===== src/rtl/block_config_loader.sv =====
// Serial config loader: assembles one MEM_SIZE-bit word per latch block from a
// valid/ready bitstream and commits it with a one-hot, setup/hold-framed strobe.
module block_config_loader #(
  parameter int MEM_SIZE      = 16,
  parameter int NUM_BLOCKS    = 4,
  parameter int STROBE_CYCLES = 2
) (
  input  logic                  clk,
  input  logic                  rst,
  input  logic                  start,
  input  logic                  cfg_bit,
  input  logic                  cfg_valid,
  output logic                  cfg_ready,
  output logic [MEM_SIZE-1:0]   config_out,
  output logic [NUM_BLOCKS-1:0] comb_set,
  output logic                  busy,
  output logic                  done
);
  localparam int BIT_W = (MEM_SIZE > 1)      ? $clog2(MEM_SIZE)      : 1;
  localparam int BLK_W = (NUM_BLOCKS > 1)    ? $clog2(NUM_BLOCKS)    : 1;
  localparam int STB_W = (STROBE_CYCLES > 1) ? $clog2(STROBE_CYCLES) : 1;

  typedef enum logic [2:0] {IDLE, SHIFT, SETUP, STROBE, HOLD, DONE} state_t;

  state_t                state, state_nxt;
  logic [MEM_SIZE-1:0]   shreg, word;
  logic [BIT_W-1:0]      bit_cnt;
  logic [BLK_W-1:0]      blk;
  logic [STB_W-1:0]      stb_cnt;
  logic [NUM_BLOCKS-1:0] set_nxt;
  logic                  xfer, last_bit, last_blk, stb_end;

  assign xfer     = cfg_valid && cfg_ready;
  assign last_bit = (bit_cnt == BIT_W'(MEM_SIZE - 1));
  assign last_blk = (blk == BLK_W'(NUM_BLOCKS - 1));
  assign stb_end  = (stb_cnt == STB_W'(STROBE_CYCLES - 1));

  always_ff @(posedge clk or posedge rst)
    if (rst) state <= IDLE;
    else     state <= state_nxt;

  always_comb begin
    state_nxt = state;
    case (state)
      IDLE:    if (start) state_nxt = SHIFT;
      SHIFT:   if (xfer && last_bit) state_nxt = SETUP;
      SETUP:   state_nxt = STROBE;
      STROBE:  if (stb_end) state_nxt = HOLD;
      HOLD:    state_nxt = last_blk ? DONE : SHIFT;
      DONE:    state_nxt = IDLE;
      default: state_nxt = IDLE;
    endcase
  end

  always_comb begin
    cfg_ready = (state == SHIFT);
    busy      = (state != IDLE);
    done      = (state == DONE);
  end

  // Completed word includes the bit being transferred on the final shift.
  always_comb begin
    word          = shreg;
    word[bit_cnt] = cfg_bit;
  end

  always_ff @(posedge clk or posedge rst)
    if (rst) begin
      shreg      <= '0;
      bit_cnt    <= '0;
      blk        <= '0;
      stb_cnt    <= '0;
      config_out <= '0;
    end else begin
      case (state)
        IDLE: if (start) begin
          bit_cnt <= '0;
          blk     <= '0;
        end
        SHIFT: if (xfer) begin
          shreg <= word;
          if (last_bit) config_out <= word;
          else          bit_cnt    <= bit_cnt + 1'b1;
        end
        SETUP:  stb_cnt <= '0;
        STROBE: stb_cnt <= stb_cnt + 1'b1;
        HOLD: if (!last_blk) begin
          blk     <= blk + 1'b1;
          bit_cnt <= '0;
        end
        default: ;
      endcase
    end

  for (genvar i = 0; i < NUM_BLOCKS; i++) begin : g_lane
    assign set_nxt[i] = (blk == BLK_W'(i));
  end

  // Registered strobe: opens one cycle after SETUP, closes before HOLD.
  always_ff @(posedge clk or posedge rst)
    if (rst) comb_set <= '0;
    else     comb_set <= (state_nxt == STROBE) ? set_nxt : '0;
endmodule


===== config.mk =====
export PLATFORM = sky130hd
export DESIGN_NAME = block_config_loader
export DESIGN_NICKNAME = d
export VERILOG_FILES = /design/src/rtl/block_config_loader.sv
export SDC_FILE = /design/constraint.sdc
export NUM_CORES = 1
export LEC_CHECK = 0
export CAP_MARGIN = 20
export CORE_AREA = 2 2 71 73
export DETAILED_ROUTE_END_ITERATION = 10
export DIE_AREA = 0 0 73 75
export PLACE_DENSITY = 0.78
export SYNTH_ARGS = -nofsm -noshare
export SYNTH_HDL_FRONTEND = slang
export SYNTH_SLANG_ARGS = --single-unit

===== constraint.sdc =====
create_clock -name clk -period 1.5 [get_ports clk]
set_input_delay 0.3 -clock clk [delete_from_list [all_inputs] [get_ports clk]]
set_output_delay 0.3 -clock clk [all_outputs]
set_load 0.02 [all_outputs]

After elaboration in Yosys (flattened, before gate mapping)

Index checks and enable logic that the tools add are counted.

Add/subtract/negate cells: 3
Order comparisons: 2
Multiplexer cells: 18
Reduce and logical (&&, ||, !) cells: 13
Eq/ne operators: 14

Operator list:

| cell                | count |
|---|---|
| $mux 4              | 5 |
| $bwmux 16           | 1 |
| $pmux 3 s5          | 1 |
| $mux 3              | 4 |
| $pmux 4 s3          | 1 |
| $eq 3x2->1 const B  | 3 |
| $eq 3x3->1 const B  | 2 |
| $ne 2x2->1 const B  | 3 |
| $reduce_and 3->1    | 2 |
| $reduce_bool 3->1   | 2 |
| $lt 4x5->1 const B  | 1 |
| $reduce_and 5->1    | 1 |
| $add 4x1->4 const B | 1 |
| $demux 1 s4         | 1 |
| $eq 2x2->1 const B  | 2 |
| $eq 4x4->1 const B  | 1 |
| $ge 4x1->1 const B  | 1 |
| $mux 2              | 2 |
| $pmux 2 s2          | 1 |
| $reduce_bool 2->1   | 2 |
| $eq 3x1->1 const B  | 1 |
| $logic_and 1x1->1   | 3 |
| $logic_not 3->1     | 1 |
| $add 2x1->2 const B | 1 |
| other kinds (7)     | 7 |

Bits in registers: 46
Input bits: 5
Logic and storage cells: 57
Output and inout bits: 23

Longest topological paths before layout

Gate-level depths: netlist of run 1.

Depth in word-level cells: 7
Mapped depth: 6
Gate-level depth less buffers: 5

Worst setup path before layout of run 1

No wires, ideal clock.

Path type: register to register
Start: register state[1]
End: register bit_cnt[3]
Arrival time: 1658 ps
Buffers on the path: 1
Library setup time: 79 ps
Cell stages (with the launch flop): 6
Clock period less this slack: 1737 ps
Path slack: -237 ps
Data required time: 1421 ps
Path through: dfrtp_1 > buf_2 > nor3b_1 > nand2_1 > nand3_1 > mux2i_1

Cells in the longest elaborated chain, start to end: 4
Elaborated cells on any way between the ends: 11
Classes of those cells: 6 x eq/ne; 1 x mux; 4 x reduce/logical

RTL lines:

| item                              | line | RTL |
|---|---|---|
| start, declared                   | 25   | `state_t state, state_nxt;` |
| start signal, assigned            | 40   | `else state <= state_nxt;` |
| $eq 3x1->1 (*)                    | 56   | `cfg_ready = (state == SHIFT);` |
| net cfg_ready                     | 13   | `output logic cfg_ready,` |
| $logic_and 1x1->1                 | 33   | `assign xfer = cfg_valid && cfg_ready;` |
| $ne 2x1->1 (no source line)       | n/a  |  |
| $reduce_and 5->1 (no source line) | n/a  |  |
| end signal, assigned              | 83   | `else bit_cnt <= bit_cnt + 1'b1;` |
| end, declared                     | 27   | `logic [BIT_W-1:0] bit_cnt;` |

The timed path passes the listed nets; every way through them passes the cells marked *.
A chain may end at the register's enable or synchronous reset.

Worst setup path after layout of run 1

Start: register state[1]
End: output busy

Cells in the longest elaborated chain, start to end: 1

RTL lines:

| item              | line | RTL |
|---|---|---|
| $reduce_bool 3->1 | 57   | `busy = (state != IDLE);` |
| end, declared     | 16   | `output logic busy,` |

Every way passes these cells.

==> results.cfg, run 1 <==
[run_status]
run_status = finished with violations
violations = negative setup slack

[power]
seq_power_share = 0.386
clockPowerShare = 0.149
vdd_drop_max_uv = 825
swShare = 0.371
p_int_w = 0.00307
pwr_density_cell_nw_per_um2 = 1590
p_leak_nw = 1.55
switchingPower_w = 0.00181
finalPower_w = 0.00488
power_frac_comb = 0.465

[sta]
tightest_slew_ns = 0.295
rsz0062_at_grt = true
relSlewSlack = 0.803
finalClockSkew_ns = 0.00536
max_freq_ghz = 0.648
slew_viol_final = 0
hold_viol = 0
post-route-period-util = 1.03
finalCriticalPeriod_ns = 1.54
setup_slack_ns = -0.0435
setup_violations = 8

[layout]
antenna_cells = 0
finalInstanceArea_um2 = 3060
nFillCells = 343
layout.nets = 281
stdcell_count = 323
area_growth_pct = 34.7
drive_gt1_frac = 0.353
final_util = 0.656

[yosys]
synthTopCellsByArea = dfrtp_1, mux2_2, nand2_1, mux2i_1, ha_1
ys_warn_count = 0
synth_compound_area_frac = 0.0755
synth_edf_count = 0
yosysMostFrequentCell = nand2_1
synth_fa_ha_area_frac = 0.0441
synth_top_area_frac = 0.496
synthMuxAreaShare = 0.165
async_flop_share = 1.00
synth-xor-area-share = 0
seq_area_frac_synth = 0.496
synthesis.area_um2 = 2270
syn_inst = 217
ys_ff_latch = 45
synth_top_cell_by_area = dfrtp_1
synth_top_family_by_area = simple AND/OR/NAND/NOR gates
ys.flop_type = dfrtp_1
synthSimpleGateAreaFrac = 0.170
synth_fp_nets = 230
yosysUniqueCellTypes = 32
syn_avg_cell_area_um2 = 10.5
synth_commonest_cells = nand2_1, dfrtp_1, mux2_2, o21ai_0, mux2i_1

[die]
die_h_um = 75
start_util = 0.487
die_x_um = 73
io_pins = 28
dieArea_um2 = 5480
coreArea_um2 = 4660
rows = 25

[min_path]
hold_path.class = in -> async

[route]
drtPass1Iterations = 4
viasPerCell = 5.35
drcViolationCount = 0
num_vias = 1728
drtIter0Drc = 150
routedWlPerCell_um = 15.6
postRouteAntennaNets = 0
drt-total-wl_mm = 5.05

[clock_network]
htreeDepth = 2
clockBufferDepth = 2
cts_sinks = 45
cts_tree = yes
cts_hold_repair.buffers = 0
clock_tree.root_cell = clkbuf_8
path_clk_slew_ns = 0.08
insertion_delay_ns = 0.30
cts_buffers = 5

[placed_design]
dp_hpwl_mm = 3.22
dp_cells = 307
place_congestion = 0.896
placed_area_um2 = 2760
portBuffers = 27

[critical_path]
critPathMaxFanout = 5
crit_path_start_kind = register
r2r_start = state[1]
worstSetupPathType = reg -> out
worstPathArrival_ns = 1.24
end_kind = output pin
crit_start = state[1]
required_ns = 1.20

[global_route]
grt_max_degree = 46
grt_antenna_before_repair = 0
gr-total-overflow = 0
grt_pass1_vias = 1718
grt_pass1_wl_mm = 8.00
grt_util_all_layers = 0.191

[job]
maxCapViolCount = 0
repair_timing:
action | 4_1_cts | 5_1_grt
setup endpoints to repair | 39 | 38
hold endpoints to repair | 0 | 0
gates resized for setup | 48 | 37
pin swaps | 5 | 11
buffers inserted | 3 | 3
gates cloned | 0 | 2
final timing paths:
path / slack, ns / cells after the start / endpoint
worst max-delay path: -0.04 / 3 / busy
worst min-delay path: 0.34 / 3 / config_out[9]
worst max register to register: -0.01 / 5 / bit_cnt[0]
worst min register to register: 0.48 / 2 / config_out[13]
max in group asynchronous: 0.92 / 3 / state[2]
min in group clk: 0.48 / 2 / config_out[13]
per-layer routing:
metal | global-route usage | share of wire | vias up
met5 | 0 | 0 | -
met4 | 0.0679 | 0.012 | 0
met3 | 0.0442 | 0.030 | 7
met2 | 0.314 | 0.50 | 27
met1 | 0.250 | 0.46 | 864
li1 | - | - | 830
worst max-delay path: stages (launching register included):
cell             delay [ns]
dfrtp_2                0.45
nor2_1                 0.18
nand2_1                0.07
clkdlybuf4s15_2        0.25
registers in the layout, summed over array words and instances, names as in the netlist:
register,cells
state,3
bit_cnt,4
blk,2
shreg,15
comb_set,4
config_out,16
stb_cnt,1
stage by stage:
| step | hold WS (ns) | setup WS (ns) | setup TNS, ns |
|---|---|---|---|
| 5_1_grt | 0.365 | -0.119 | -0.900 |
| 4_1_cts | 0.353 | -0.00738 | -0.0152 |
| 6_report | 0.338 | -0.0435 | -0.101 |
| 3_3_place_gp | 0.460 | -0.314 | -7.60 |
| 2_1_floorplan | 0.475 | 0.0203 | 0 |
| 3_5_place_dp | 0.470 | -0.344 | -8.42 |
layout by cell type (no fill, tap or decap), types with 4 or more instances in the layout:
| cell type | instances |
|---|---|
| clkdlybuf4s50_1 | 4 |
| buf_12 | 5 |
| o21ai_1 | 9 |
| o21ai_0 | 6 |
| mux2i_1 | 14 |
| dlygate4sd2_1 | 20 |
| ha_1 | 4 |
| nor2_1 | 6 |
| nand2_2 | 7 |
| nand2_1 | 40 |
| dfrtp_1 | 42 |
| buf_4 | 22 |
| mux2_2 | 19 |
| and3_1 | 4 |
| clkbuf_8 | 5 |
| inv_1 | 7 |
| buf_6 | 4 |
cell type report:
cell class / count / area, µm² / share of cell area
timing repair buffer: 57 / 562 / 0.184
clock buffer: 6 / 72.6 / 0.0237
tap: 54 / 67.6 / 0.0221
inverter: 8 / 30.0 / 0.00982
clock inverter: 2 / 10.0 / 0.00327
sequential: 45 / 1130 / 0.369
multi-input combinational: 151 / 1190 / 0.388
cell families (layout without fill, tap and decap cells):
logic type               after synthesis  count (layout)
buffers and inverters                 22              73
AO/OA/AOI/OAI                         28              28
flip-flops                            45              45
adder cells (fa/ha/maj)                8               8
AND/OR/NAND/NOR                       79              80
multiplexers                          35              35
power groups by stage:
stage	registers (W)	logic (W)	clock network (W)
finish	0.00188	0.00227	0.000728
global route	0.00193	0.00246	0.000791
CTS	0.00187	0.00204	0.000741
detailed placement	0.00188	0.00198	0
global placement	0.00186	0.00193	0
floorplan	0.00191	0.00119	0
Power figures use the tool's default switching activity.
==> run 2: changes to the inputs <==
--- a/config.mk
+++ b/config.mk
@@ -9,7 +9,9 @@
 export CORE_AREA = 2 2 71 73
 export DETAILED_ROUTE_END_ITERATION = 10
 export DIE_AREA = 0 0 73 75
+export GPL_ROUTABILITY_DRIVEN = 0
 export PLACE_DENSITY = 0.78
+export SETUP_SLACK_MARGIN = 0.1
 export SYNTH_ARGS = -nofsm -noshare
 export SYNTH_HDL_FRONTEND = slang
 export SYNTH_SLANG_ARGS = --single-unit
==> run 2 against run 1 <==
  * Sequential share of layout area down 0.78 points
  * Largest cell class unchanged
  * Flip-flop and latch count unchanged
  * Clock skew up 0.0075 ns
  * Largest power group unchanged
  * The run still ends with negative setup slack left
  * Via count down 2.1%
  * First-iteration DRC count down 59%
  * Final cell count up 0.62%
  * Clock-buffer cell count up 1
  * Final area up 2.2%
  * Total power up 1.1%
  * Sequential power about the same
  * Clock power down 2%
  * Routed wire length down 6.1%
==> results.cfg, run 2 (synthesis gave the netlist of run 1 again) <==
[run_status]
run_status = finished with violations
violations = negative setup slack

[sta]
tightest_slew_ns = 0.382
rsz0062_at_grt = true
relSlewSlack = 0.746
setup_violations = 35
finalClockSkew_ns = 0.0128
slew_viol_final = 0
post-route-period-util = 1.09
setup_slack_ns = -0.139
finalCriticalPeriod_ns = 1.64
hold_viol = 0
max_freq_ghz = 0.610

[clock_network]
cts_buffers = 5
path_clk_slew_ns = 0.09
insertion_delay_ns = 0.30
clockBufferDepth = 2
cts_hold_repair.buffers = 0
cts_tree = yes
clock_tree.root_cell = clkbuf_8
cts_sinks = 45
htreeDepth = 2

[critical_path]
critPathMaxFanout = 7
worstPathArrival_ns = 1.81
worstSetupPathType = reg -> reg
end_kind = register
crit_path_max_incr_delay_ns = 0.47
cp_slowest_cell = dfrtp_2
crit_path_start_kind = register
cp_cell_sequence = buf_6 -> nand4bb_4 -> nand2b_4 -> mux2_4
required_ns = 1.68

[layout]
largest-register = config_out
antenna_cells = 0
stdcell_count = 325
layout.nets = 283
reg.largest.list = config_out (16), shreg (15)
final_util = 0.670
layout_common_cells = dfrtp_1, nand2_1, buf_4, dlygate4sd2_1, mux2_2
area_growth_pct = 37.7
largest_reg_flops = 16
layout_commonest_cell = dfrtp_1
drive_gt1_frac = 0.380

[power]
pwr_density_cell_nw_per_um2 = 1580
p_leak_nw = 1.58
vdd_drop_max_uv = 938

[job]
maxCapViolCount = 0

[route]
routedWlPerCell_um = 14.6
drtIter0Drc = 61
drcViolationCount = 0
m1WireLength_mm = 2.22
wl_met3_um = 155
num_vias = 1692
drt-total-wl_mm = 4.74
postRouteAntennaNets = 0
top_layer = met4
viasPerCell = 5.21
met2_length_mm = 2.24
drtPass1Iterations = 4

[placed_design]
dp_hpwl_mm = 3.10
portBuffers = 27
dp_cells = 308

[global_route]
grt_pass1_vias = 1617
grt_antenna_before_repair = 0
gr-total-overflow = 0
grt_util_all_layers = 0.180
grt_max_degree = 46
grt_pass1_wl_mm = 7.49

[die]
dieArea_um2 = 5480
die_h_um = 75
start_util = 0.487
io_pins = 28
rows = 25
die_x_um = 73
coreArea_um2 = 4660

[min_path]
hold_path.class = in -> async
==> run 2: cell types whose count changed in the layout (fill, tap and decap cells not counted), moves of 2 or more <==
cell      change
buf_6         +6
o21ai_2       +6
o21ai_1       -5
nand2_1       -4
ha_1          +3
buf_12        -2
clkinv_2      -2
ha_2          -2
nand2_2       +2
nand2_4       +2
==> run 2: per-layer routing <==
metal / vias up / global-route usage
met4: 0 / 0.0658
met3: 13 / 0.0455
met2: 27 / 0.287
li1: 833 / -
met5: - / 0
met1: 819 / 0.240
==> run 2: worst paths after layout <==
kind / start / endpoint / slack [ns] / depth (start not counted)
max in group asynchronous: rst / state[1] / 0.92 / 3
min reg2reg: config_out[4] / config_out[4] / 0.48 / 2
min: rst / config_out[8] / 0.35 / 3
max reg2reg: state[1] / config_out[3] / -0.14 / 4
min in group clk: config_out[4] / config_out[4] / 0.48 / 2
max: state[1] / config_out[3] / -0.14 / 4
==> run 2: timing repair <==
item	in CTS	in global routing
pin swaps	8	15
endpoints found under the setup margin	60	42
gates cloned	1	1
gates resized for setup	60	42
setup buffers	2	5
==> run 2: final cells by class <==
class / count / area, µm²
repair buffers: 59 / 571
clock inverters: 1 / 7.51
well taps: 54 / 67.6
fillers: 329 / 1540
inverters: 8 / 30.0
multi-input cells: 151 / 1240
clock buffers: 7 / 76.3
flip-flops and latches: 45 / 1130
==> run 2: report_power, final <==
| part | switching, W | internal [W] | leakage, nW |
|---|---|---|---|
| Combinational | 0.00113 | 0.00118 | 0.946 |
| Clock | 0.000380 | 0.000330 | 0.0385 |
| Sequential | 0.000315 | 0.00159 | 0.595 |
==> run 2: metrics by stage <==
| stage | setup slack, ns | hold slack (ns) | area (µm²) | setup TNS, ns | power [W] |
|---|---|---|---|---|---|
| 6_report | -0.139 | 0.348 | 3120 | -2.94 | 0.00493 |
| 2_1_floorplan | 0.0870 | 0.475 | 2320 | 0 | 0.00316 |
| 3_5_place_dp | -0.329 | 0.467 | 2790 | -8.61 | 0.00389 |
| 3_3_place_gp | -0.313 | 0.459 | 2790 | -7.54 | 0.00382 |
| 4_1_cts | -0.112 | 0.355 | 2930 | -2.21 | 0.00467 |
| 5_1_grt | -0.169 | 0.371 | 3120 | -4.47 | 0.00526 |
==> run 2: critical path: cells and delay by family, from the launching register on <==
kind	cells	cell delay [ns]
flops	1	0.47
mux	1	0.32
buf+inv	1	0.14
simple gates	2	0.58
